**config.mk**
```make
export PLATFORM = sky130hd
export DESIGN_NAME = ks_pipe_adder_flat
export DESIGN_NICKNAME = d
export VERILOG_FILES = /design/src/rtl/ks_pipe_adder_if.sv /design/src/rtl/ks_pipe_adder.sv /design/src/flat_wrapper.sv
export SDC_FILE = /design/constraint.sdc
export NUM_CORES = 1
export LEC_CHECK = 0
export ABC_AREA = 0
export CORE_UTILIZATION = 61
export CTS_CLUSTER_DIAMETER = 50
export DETAILED_ROUTE_END_ITERATION = 10
export DONT_BUFFER_PORTS = 1
export PLACE_DENSITY = 0.88
export REMOVE_ABC_BUFFERS = 1
export SETUP_SLACK_MARGIN = 0.2
export SYNTH_ARGS = -nofsm -noshare
export SYNTH_HDL_FRONTEND = slang
export SYNTH_SLANG_ARGS = --single-unit
```
**constraint.sdc**
```tcl
create_clock -name CLK -period 2.87 [get_ports CLK]
set_input_delay 0.4305 -clock CLK [delete_from_list [all_inputs] [get_ports CLK]]
set_output_delay 0.4305 -clock CLK [all_outputs]
set_load 0.02 [all_outputs]
```
**src/rtl/ks_pipe_adder_if.sv**
```systemverilog
// ---------------------------------------------------------------------------
// ks_pipe_adder_if
// Stream interface for the pipelined Kogge-Stone adder/subtractor.
//   master : the side that issues operands and consumes results
//   slave  : the adder itself
// Signals:
//   IN_VALID / IN_READY   operand beat handshake
//   A, B                  operands (WIDTH bits)
//   CIN                   carry-in (ignored when SUB=1)
//   SUB                   0 = A+B+CIN, 1 = A-B
//   OUT_VALID / OUT_READY result beat handshake
//   SUM                   result (WIDTH bits)
//   COUT                  carry out of the MSB (1 = no borrow when SUB=1)
//   OVF                   two's-complement signed overflow
// ---------------------------------------------------------------------------
interface ks_pipe_adder_if #(
    parameter int WIDTH = 16
);
    logic             IN_VALID;
    logic             IN_READY;
    logic [WIDTH-1:0] A;
    logic [WIDTH-1:0] B;
    logic             CIN;
    logic             SUB;
    logic             OUT_VALID;
    logic             OUT_READY;
    logic [WIDTH-1:0] SUM;
    logic             COUT;
    logic             OVF;

    modport master (
        output IN_VALID, A, B, CIN, SUB, OUT_READY,
        input  IN_READY, OUT_VALID, SUM, COUT, OVF
    );

    modport slave (
        input  IN_VALID, A, B, CIN, SUB, OUT_READY,
        output IN_READY, OUT_VALID, SUM, COUT, OVF
    );
endinterface

```
**src/rtl/ks_pipe_adder.sv**
```systemverilog
// ---------------------------------------------------------------------------
// ks_pipe_adder
// Fully pipelined Kogge-Stone adder/subtractor with a valid/ready stream
// handshake. One operation is accepted per clock unless the output stalls.
// Latency from the accepting edge to OUT_VALID is LEVELS+2 clocks.
// Ports:
//   CLK  clock, rising edge
//   RST  synchronous active-high reset (clears all valid bits and outputs)
//   io   ks_pipe_adder_if.slave : IN_VALID/IN_READY, A, B, CIN, SUB,
//        OUT_VALID/OUT_READY, SUM, COUT, OVF
// ---------------------------------------------------------------------------
module ks_pipe_adder #(
    parameter int WIDTH = 16
) (
    input  logic           CLK,
    input  logic           RST,
    ks_pipe_adder_if.slave io
);
    localparam int LEVELS = $clog2(WIDTH);

    // One Kogge-Stone level at distance d, returned as {G, P}. Bits below d
    // pass through: the shifted operands are zero there, and the low mask
    // keeps P intact.
    function automatic logic [2*WIDTH-1:0] prefix_level(
        input logic [WIDTH-1:0] g,
        input logic [WIDTH-1:0] p,
        input int               d
    );
        logic [WIDTH-1:0] low;
        logic [WIDTH-1:0] gn;
        logic [WIDTH-1:0] pn;
        low = ~({WIDTH{1'b1}} << d);
        gn  = g | (p & (g << d));
        pn  = p & ((p << d) | low);
        return {gn, pn};
    endfunction

    logic en;

    logic             vld_p0;
    logic [WIDTH-1:0] a_p0;
    logic [WIDTH-1:0] bx_p0;
    logic             c0_p0;

    logic [WIDTH-1:0] pg_p;
    logic [WIDTH-1:0] pg_g;

    // Index 0 is the P/G bank, indices 1..LEVELS the prefix levels.
    logic             vld_pk [0:LEVELS];
    logic [WIDTH-1:0] g_pk   [0:LEVELS];
    logic [WIDTH-1:0] p_pk   [0:LEVELS];
    logic [WIDTH-1:0] pi_pk  [0:LEVELS];
    logic             c0_pk  [0:LEVELS];

    logic [WIDTH-1:0] g_nx   [1:LEVELS];
    logic [WIDTH-1:0] p_nx   [1:LEVELS];

    logic [WIDTH-1:0] carry;
    logic [WIDTH-1:0] sum_nx;

    logic             out_vld_q;
    logic [WIDTH-1:0] sum_q;
    logic             cout_q;
    logic             ovf_q;

    // Whole pipeline advances together; a stalled valid output freezes it.
    assign en          = ~out_vld_q | io.OUT_READY;
    assign io.IN_READY = en;

    // ---- stage 0 -> P/G bank ----
    // Carry-in is folded into bit 0 so the group generate G(i:0) after the
    // last level is the true carry out of bit i. The group propagate of
    // bit 0 includes P(-1)=0 and is therefore 0.
    assign pg_p = a_p0 ^ bx_p0;
    assign pg_g = (a_p0 & bx_p0) | {{(WIDTH-1){1'b0}}, pg_p[0] & c0_p0};

    // ---- prefix levels ----
    always_comb begin
        for (int k = 1; k <= LEVELS; k++) begin
            {g_nx[k], p_nx[k]} = prefix_level(g_pk[k-1], p_pk[k-1], 1 << (k - 1));
        end
    end

    // ---- output stage ----
    assign carry  = g_pk[LEVELS];
    assign sum_nx = pi_pk[LEVELS] ^ {carry[WIDTH-2:0], c0_pk[LEVELS]};

    // Datapath registers: only the enable gates them; their contents are
    // meaningful only where the matching valid bit is set.
    always_ff @(posedge CLK) begin
        if (en) begin
            a_p0     <= io.A;
            bx_p0    <= io.SUB ? ~io.B : io.B;
            c0_p0    <= io.SUB | io.CIN;

            g_pk[0]  <= pg_g;
            p_pk[0]  <= {pg_p[WIDTH-1:1], 1'b0};
            pi_pk[0] <= pg_p;
            c0_pk[0] <= c0_p0;

            for (int k = 1; k <= LEVELS; k++) begin
                g_pk[k]  <= g_nx[k];
                p_pk[k]  <= p_nx[k];
                pi_pk[k] <= pi_pk[k-1];
                c0_pk[k] <= c0_pk[k-1];
            end
        end
    end

    // Valid chain and result registers. Results load only for real beats so
    // bubbles never disturb the last presented result.
    always_ff @(posedge CLK) begin
        if (RST) begin
            vld_p0 <= 1'b0;
            for (int k = 0; k <= LEVELS; k++) begin
                vld_pk[k] <= 1'b0;
            end
            out_vld_q <= 1'b0;
            sum_q     <= '0;
            cout_q    <= 1'b0;
            ovf_q     <= 1'b0;
        end else if (en) begin
            vld_p0    <= io.IN_VALID;
            vld_pk[0] <= vld_p0;
            for (int k = 1; k <= LEVELS; k++) begin
                vld_pk[k] <= vld_pk[k-1];
            end
            out_vld_q <= vld_pk[LEVELS];
            if (vld_pk[LEVELS]) begin
                sum_q  <= sum_nx;
                cout_q <= carry[WIDTH-1];
                ovf_q  <= carry[WIDTH-1] ^ carry[WIDTH-2];
            end
        end
    end

    assign io.OUT_VALID = out_vld_q;
    assign io.SUM       = sum_q;
    assign io.COUT      = cout_q;
    assign io.OVF       = ovf_q;

endmodule

```
**src/flat_wrapper.sv**
```systemverilog
// flat-port wrapper written by rule: the top's interface ports become plain ports
module ks_pipe_adder_flat 
#(
    parameter int WIDTH = 16
)
  (CLK, RST, io_IN_VALID, io_A, io_B, io_CIN, io_SUB, io_OUT_READY, io_IN_READY, io_OUT_VALID, io_SUM, io_COUT, io_OVF);
  ks_pipe_adder_if #(.WIDTH(WIDTH)) io_i ();
  input  logic CLK;
  input  logic RST;
  input wire logic [$bits(io_i.IN_VALID)-1:0] io_IN_VALID;
  input wire logic [$bits(io_i.A)-1:0] io_A;
  input wire logic [$bits(io_i.B)-1:0] io_B;
  input wire logic [$bits(io_i.CIN)-1:0] io_CIN;
  input wire logic [$bits(io_i.SUB)-1:0] io_SUB;
  input wire logic [$bits(io_i.OUT_READY)-1:0] io_OUT_READY;
  output wire logic [$bits(io_i.IN_READY)-1:0] io_IN_READY;
  output wire logic [$bits(io_i.OUT_VALID)-1:0] io_OUT_VALID;
  output wire logic [$bits(io_i.SUM)-1:0] io_SUM;
  output wire logic [$bits(io_i.COUT)-1:0] io_COUT;
  output wire logic [$bits(io_i.OVF)-1:0] io_OVF;
  assign io_i.IN_VALID = io_IN_VALID;
  assign io_i.A = io_A;
  assign io_i.B = io_B;
  assign io_i.CIN = io_CIN;
  assign io_i.SUB = io_SUB;
  assign io_i.OUT_READY = io_OUT_READY;
  assign io_IN_READY = io_i.IN_READY;
  assign io_OUT_VALID = io_i.OUT_VALID;
  assign io_SUM = io_i.SUM;
  assign io_COUT = io_i.COUT;
  assign io_OVF = io_i.OVF;
  ks_pipe_adder #(.WIDTH(WIDTH)) u_core (.CLK(CLK), .RST(RST), .io(io_i));
endmodule
```
==> summary.md, run 1 <==
| Metric | Value |
|---|---|
| Status | `completed` |
| Cts bufs inserted | `24` |
| Mapped cell area | `9040 um2` |
| GRT busiest layer | `met2` |
| Rows | `44` |
| Detailed placement HPWL | `7.72 mm` |
| Number of vias in the routed layout | `3785` |
| Global routing usage on met1 | `0.189` |
| Top Ports | `58` |
| Routability congestion estimate | `0.726` |
| Biggest area consumer among synthesized cells | `sky130_fd_sc_hd__edfxtp_1` |
| Layout cell share with drive strength beyond 1 | `0.108` |
| Area grow syn2layout | `13.0%` |
| Number of input and output port buffers inserted | `0` |
| Clock Path Buffers | `3` |
| Number of DRC violations after detailed-routing iteration 0 | `171` |
| Count of nets after finishing | `546` |
| Max-slew headroom at the worst pin | `0.366` |
| Setup WS pre-CTS | `1.13 ns` |
| Largest net degree at the start of global routing | `64` |
| Category of the worst setup path launch point | `flip-flop` |
| Most frequent cells in the layout | `sky130_fd_sc_hd__edfxtp_1 (237), sky130_fd_sc_hd__a21o_1 (50), sky130_fd_sc_hd__and2_1 (39)` |
| Maximum Capacitance Violations | `0` |
| Crit path max fanout | `63` |
| Post-route cell area | `10200 um2` |
| Congestion Overflow GR | `0` |
| Count of filler cells inserted in the layout | `813` |
| Average vias per placed instance | `5.45` |
| Count of pins over their slew limit | `0` |
| Post-synthesis cell type count | `23` |
| Worst setup margin | `0.607 ns` |
| Worst ir drop on vdd | `0.629 mV` |
| Placed Area | `9270 um2` |
| Drc violations | `0` |
| X dimension of the die | `124 um` |
| Final setup skew | `0.0131 ns` |
| Count of endpoints failing hold in the final timing report | `0` |
| Hold WC Path Type | `input port to flip-flop` |
| Via count of the first global-routing pass | `3994` |
| Slew of the pin with the lowest slew margin | `0.947 ns` |
| Total leakage power | `4.03 nW` |
| Main area contributors after synthesis | `sky130_fd_sc_hd__edfxtp_1 (79%), sky130_fd_sc_hd__dfxtp_1 (4.4%), sky130_fd_sc_hd__a21o_1 (4.2%)` |
| Yosys Warn Count | `0` |
| Core region area | `14500 um2` |
| Final worst path period need | `2.26 ns` |
| Setup-violating endpoint count in the final report | `0` |
| CTS resizes | `0` |
| Final routed wirelength across all metal layers | `12.6 mm` |
| Number of detailed-routing iterations run before antenna repair | `4` |
| Sort of element at the end of the critical path | `primary output` |
| Unrepaired setup endpoints after global routing | `false` |
| Average cell area after synthesis | `20.0 um2` |
| Met2 demand-to-capacity share in global routing | `0.328` |
| Flops & latches, synth | `257` |
| Die Footprint | `15300 um2` |
| CTS clk-pin slew, worst paths | `0.06 ns` |
| Worst setup path category | `flip-flop to primary output` |
| Vertical die dimension | `124 um` |
| Worst-skew pair later-pin latency | `0.51 ns` |
| Global-route wire length before repair | `19.8 mm` |
| Total number of clock tree sinks | `257` |
| Instance count of the mapped netlist | `452` |
| Total inserted antenna cells | `0` |
| Post-synth top area share | `0.787` |
| Count of nets left with antenna violations after detail routing | `0` |
| Worst EP required | `2.44 ns` |
| Data arrival time of the worst path | `1.83 ns` |
| Total setup buffers inserted after CTS | `0` |
| Root Driver | `sky130_fd_sc_hd__clkbuf_16` |
| Initial Util | `0.624` |
| Drt wl/cell | `18.2 um` |
| Fraction of the yosys area taken by sequential cells | `0.831` |
| Crit share post-route | `0.789` |
| Maximum level of the CTS H-tree | `1` |
| Pwr per Cell Area | `831 nW/um2` |
| Most common library cell in the layout ignoring fill and taps | `sky130_fd_sc_hd__edfxtp_1` |
| Met3 Usage GRT | `0.0426` |
| GRT Util Overall | `0.176` |
| Hold-fix buffers at CTS | `17` |
| CTS tree | `yes` |
| Fmax | `442 MHz` |
| Initial antenna violation count | `0` |
-- worst max-delay path: stages, from the launching register on --
cell,delay [ns]
sky130_fd_sc_hd__dfxtp_1,0.44
sky130_fd_sc_hd__nor2b_4,0.33
sky130_fd_sc_hd__inv_8,0.18
sky130_fd_sc_hd__buf_4,0.31
-- flip-flops by register name, summed over array words and instances, names as in the netlist --
register and flops:
u_core.vld_pk 5, u_core.io.SUM 16, u_core.pi_pk 80, u_core.c0_p0 1, u_core.g_pk 80, u_core.io.OVF 1, u_core.a_p0 16, u_core.io.COUT 1
u_core.io.OUT_VALID 1, u_core.c0_pk 5, u_core.bx_p0 16, u_core.p_pk 34, u_core.vld_p0 1
-- path summary, 6_finish.rpt --
| path | end | start | cells past startpoint | slack [ns] |
|---|---|---|---|---|
| worst max-delay path | io_IN_READY | u_core.io.OUT_VALID$_SDFFE_PP0P_ | 3 | 0.61 |
| worst min-delay path | u_core.vld_p0$_SDFFE_PP0P_ | io_IN_VALID | 2 | 0.06 |
| worst max register to register | u_core.p_pk[0][43]$_DFFE_PP_ | u_core.io.OUT_VALID$_SDFFE_PP0P_ | 3 | 1.10 |
| worst min register to register | u_core.pi_pk[0][53]$_DFFE_PP_ | u_core.pi_pk[0][37]$_DFFE_PP_ | 0 | 0.41 |
-- metrics by stage --
step                      instances  power, mW  hold WS (ns)  utilization  TNS, ns
after floorplan                 443       5.25         0.400            -  -212.78
after global placement          633       5.38         0.407        0.640        0
after detailed placement        633       5.44         0.405        0.640        0
after CTS                       694       8.56        0.0416        0.706        0
after global routing            694       8.80        0.0578        0.706        0
final                           694       8.49        0.0643        0.706        0
-- cell type report --
type                    instances  area (um2)  share of cell area
clock buffers                  27         633              0.0619
clock inverters                17         150              0.0147
inverters                       2        15.0             0.00147
multi-input cells             184        1450               0.142
flip-flops and latches        257        7520               0.736
well taps                     184         230              0.0225
repair buffers                 23         228              0.0223
-- cell families after synthesis --
family / synth area share
xor+xnor: 0.0320
fa+ha+maj: 0.0221
compound gates: 0.0728
buf+inv: 0.00858
simple gates: 0.0331
flops: 0.831
-- synthesized netlist by cell type, drive strengths merged --
master,instances
a211oi,17
o21ai,1
buf,9
dfxtp,20
nand3,1
and2,39
xor2,16
ha,16
nor2,2
xnor2,17
nand2,2
edfxtp,237
a21o,50
a21oi,20
nor2b,1
inv,2
or2b,1
or2,1
-- per-layer routing --
metal / routed length [um] / vias up
met4: 374 / 0
met1: 4780 / 1844
li1: - / 1815
met2: 6830 / 97
met3: 617 / 29
met5: 0 / -
-- power by group --
part	internal, mW	total [mW]	switching [mW]
combinational	0.220	0.374	0.154
clock	1.85	3.10	1.25
sequential	4.75	5.02	0.275
total	6.81	8.49	1.68
Power figures use the tool's default switching activity.
==> run 2, diff against run 1 <==
--- a/config.mk
+++ b/config.mk
@@ -6,11 +6,11 @@
 export NUM_CORES = 1
 export LEC_CHECK = 0
 export ABC_AREA = 0
-export CORE_UTILIZATION = 61
+export CORE_UTILIZATION = 56
 export CTS_CLUSTER_DIAMETER = 50
 export DETAILED_ROUTE_END_ITERATION = 10
 export DONT_BUFFER_PORTS = 1
-export PLACE_DENSITY = 0.88
+export PLACE_DENSITY = 0.85
 export REMOVE_ABC_BUFFERS = 1
 export SETUP_SLACK_MARGIN = 0.2
 export SYNTH_ARGS = -nofsm -noshare
==> constraint.sdc (replaced) <==
create_clock -name CLK -period 2.05 [get_ports CLK]
set_input_delay 0.3075 -clock CLK [delete_from_list [all_inputs] [get_ports CLK]]
set_output_delay 0.3075 -clock CLK [all_outputs]
set_load 0.02 [all_outputs]
==> summary.md, run 2 (same netlist as run 1, synthesis figures left out) <==
| Metric | Value |
|---|---|
| Largest net degree at the start of global routing | `42 (was 64)` |
| Rows | `46 (was 44)` |
| Net Switching | `2.44 mW (was 1.68 mW)` |
| Total leakage power | `4.23 nW (was 4.03 nW)` |
| Worst ir drop on vdd | `0.809 mV (was 0.629 mV)` |
| Count of nets after finishing | `593 (was 546)` |
| Worst-skew pair later-pin latency | `0.52 ns (was 0.51 ns)` |
| Setup TNS | `0 ns (unchanged)` |
| Maximum Capacitance Violations | `0 (unchanged)` |
| Final setup skew | `0.0162 ns (was 0.0131 ns)` |
| Number of DRC violations after detailed-routing iteration 0 | `262 (was 171)` |
| Crit share post-route | `0.876` |
| Worst setup margin | `0.255 ns (was 0.607 ns)` |
| Detailed placement HPWL | `7.35 mm (was 7.72 mm)` |
| Most common library cell in the layout ignoring fill and taps | `sky130_fd_sc_hd__edfxtp_1 (unchanged)` |
| Category of the worst setup path launch point | `flip-flop (unchanged)` |
| Fmax | `557 MHz` |
| Via count of the first global-routing pass | `4205 (was 3994)` |
| Area grow syn2layout | `18.5% (was 13.0%)` |
| Final worst path period need | `1.80 ns` |
| Internal | `9.35 mW (was 6.81 mW)` |
| Critical path's largest stage delay | `0.38 ns (was 0.44 ns)` |
| Max-slew headroom at the worst pin | `0.371 (was 0.366)` |
| Registers with the most flip-flops | `u_core.g_pk x80, u_core.pi_pk x80, u_core.p_pk x34 (unchanged)` |
| Met2 demand-to-capacity share in global routing | `0.332 (was 0.328)` |
| Drc violations | `0 (unchanged)` |
| Vertical die dimension | `129 um (was 124 um)` |
| GRT Util Overall | `0.178 (was 0.176)` |
| Number of vias in the routed layout | `4043 (was 3785)` |
| Data arrival time of the worst path | `1.49 ns (was 1.83 ns)` |
| Status | `completed (unchanged)` |
| Clock Path Buffers | `3 (unchanged)` |
| Share of total power consumed by net switching | `0.207 (was 0.198)` |
| Worst EP required | `1.74 ns (was 2.44 ns)` |
| Post-Route Hold Slack | `0.0609 ns (was 0.0643 ns)` |
| Global-route wire length before repair | `21.8 mm (was 19.8 mm)` |
| Root Driver | `sky130_fd_sc_hd__clkbuf_16 (unchanged)` |
| Layout cell share with drive strength beyond 1 | `0.124 (was 0.108)` |
| Worst setup path category | `flip-flop to primary output (unchanged)` |
| Setup WS pre-CTS | `0.371 ns (was 1.13 ns)` |
| Most frequent cells in the layout | `sky130_fd_sc_hd__edfxtp_1 (237), sky130_fd_sc_hd__dlygate4sd3_1 (52), sky130_fd_sc_hd__a21o_1 (50) (was sky130_fd_sc_hd__edfxtp_1 (237), sky130_fd_sc_hd__a21o_1 (50), sky130_fd_sc_hd__and2_1 (39))` |
| Congestion Overflow GR | `0 (unchanged)` |
| Cell Chain, Critical Path | `nor2b_4 > inv_16 > buf_12 (was nor2b_4 > inv_8 > buf_4)` |
| Drt wl/cell | `18.0 um (was 18.2 um)` |
| Number of detailed-routing iterations run before antenna repair | `4 (unchanged)` |
| GRT busiest layer | `met2 (unchanged)` |
| Routability congestion estimate | `0.731 (was 0.726)` |
| Count of pins over their slew limit | `0 (unchanged)` |
| Total number of clock tree sinks | `257 (unchanged)` |
| Pwr per Cell Area | `1100 nW/um2 (was 831 nW/um2)` |
| Initial antenna violation count | `0 (unchanged)` |
| Slew of the pin with the lowest slew margin | `0.941 ns (was 0.947 ns)` |
| Clock Power Share | `0.351 (was 0.365)` |
| CP max stage cell | `sky130_fd_sc_hd__dfxtp_4 (was sky130_fd_sc_hd__dfxtp_1)` |
| Reg power frac | `0.597 (was 0.591)` |
| Die Footprint | `16700 um2 (was 15300 um2)` |
| Count of endpoints failing hold in the final timing report | `0 (unchanged)` |
| Maximum level of the CTS H-tree | `1 (unchanged)` |
| Cts bufs inserted | `24 (unchanged)` |
| Setup-violating endpoint count in the final report | `0 (unchanged)` |
| Sort of element at the end of the critical path | `primary output (unchanged)` |
| Crit path max fanout | `23 (was 63)` |
| Top Ports | `58 (unchanged)` |
| Number of input and output port buffers inserted | `0 (unchanged)` |
| Unrepaired setup endpoints after global routing | `false (unchanged)` |
| Total inserted antenna cells | `0 (unchanged)` |
| Part of the power in combinational logic | `0.052 (was 0.044)` |
| Total Power | `11.8 mW (was 8.49 mW)` |
| CTS clk-pin slew, worst paths | `0.06 ns (about the same)` |
| Average vias per placed instance | `5.23 (was 5.45)` |
| Core region area | `15800 um2 (was 14500 um2)` |
| Global routing usage on met1 | `0.204 (was 0.189)` |
| Met3 Usage GRT | `0.0293 (was 0.0426)` |
| Final routed wirelength across all metal layers | `13.9 mm (was 12.6 mm)` |
| CTS tree | `yes (unchanged)` |
| X dimension of the die | `129 um (was 124 um)` |
| Initial Util | `0.571 (was 0.624)` |
| Hold WC Path Type | `input port to flip-flop (unchanged)` |
| Count of nets left with antenna violations after detail routing | `0 (unchanged)` |
[run 2: routing by layer]
metal  vias up  routed length (um)
met2       113                7460
met5         -                   0
met1      2003                5430
met3        22                 691
li1       1905                   -
met4         0                 342
[run 2: final cells by class]
type,instances,area [um2]
multi-input cells,184,1450
flip-flops and latches,257,7520
inverters,2,23.8
repair buffers,68,691
fillers,966,5110
clock inverters,15,113
clock buffers,29,629
repair inverters,2,17.5
well taps,216,270
[run 2: stage by stage]
step,instance area (um2),cells,utilization
after global placement,9370,670,0.592
after CTS,10700,771,0.675
after floorplan,8970,443,-
final,10700,773,0.677
after detailed placement,9370,670,0.592
after global routing,10700,773,0.677
[run 2: worst max-delay path: cells and delay by family (launching register included)]
family | cells | cell delay [ns]
buffers and inverters | 2 | 0.30
AND/OR/NAND/NOR | 1 | 0.29
flip-flops | 1 | 0.38
[run 2: path summary, 6_finish.rpt]
check / start / endpoint / slack, ns / depth (start not counted)
max reg2reg: u_core.io.OUT_VALID$_SDFFE_PP0P_ / u_core.vld_pk[0][1]$_SDFFCE_PN0P_ / 0.31 / 5
max: u_core.io.OUT_VALID$_SDFFE_PP0P_ / io_IN_READY / 0.25 / 3
min reg2reg: u_core.pi_pk[0][47]$_DFFE_PP_ / u_core.pi_pk[0][63]$_DFFE_PP_ / 0.42 / 0
min: RST / u_core.vld_pk[0][4]$_SDFFCE_PN0P_ / 0.06 / 1
[run 2: timing repair]
action,CTS,global route
buffers inserted,3,2
pin swaps,0,1
gates resized for setup,3,2
setup endpoints to repair,1,7
hold buffers,52,0
hold endpoints to repair,53,0
gates cloned,2,0
[run 2: power groups by stage]
stage               sequential, mW  combinational (mW)  clock, mW
floorplan                     6.97               0.385          0
global placement              7.09               0.452          0
detailed placement            7.14               0.467          0
CTS                           7.04               0.595       4.18
global route                  7.11               0.664       4.41
finish                        7.04               0.609       4.14
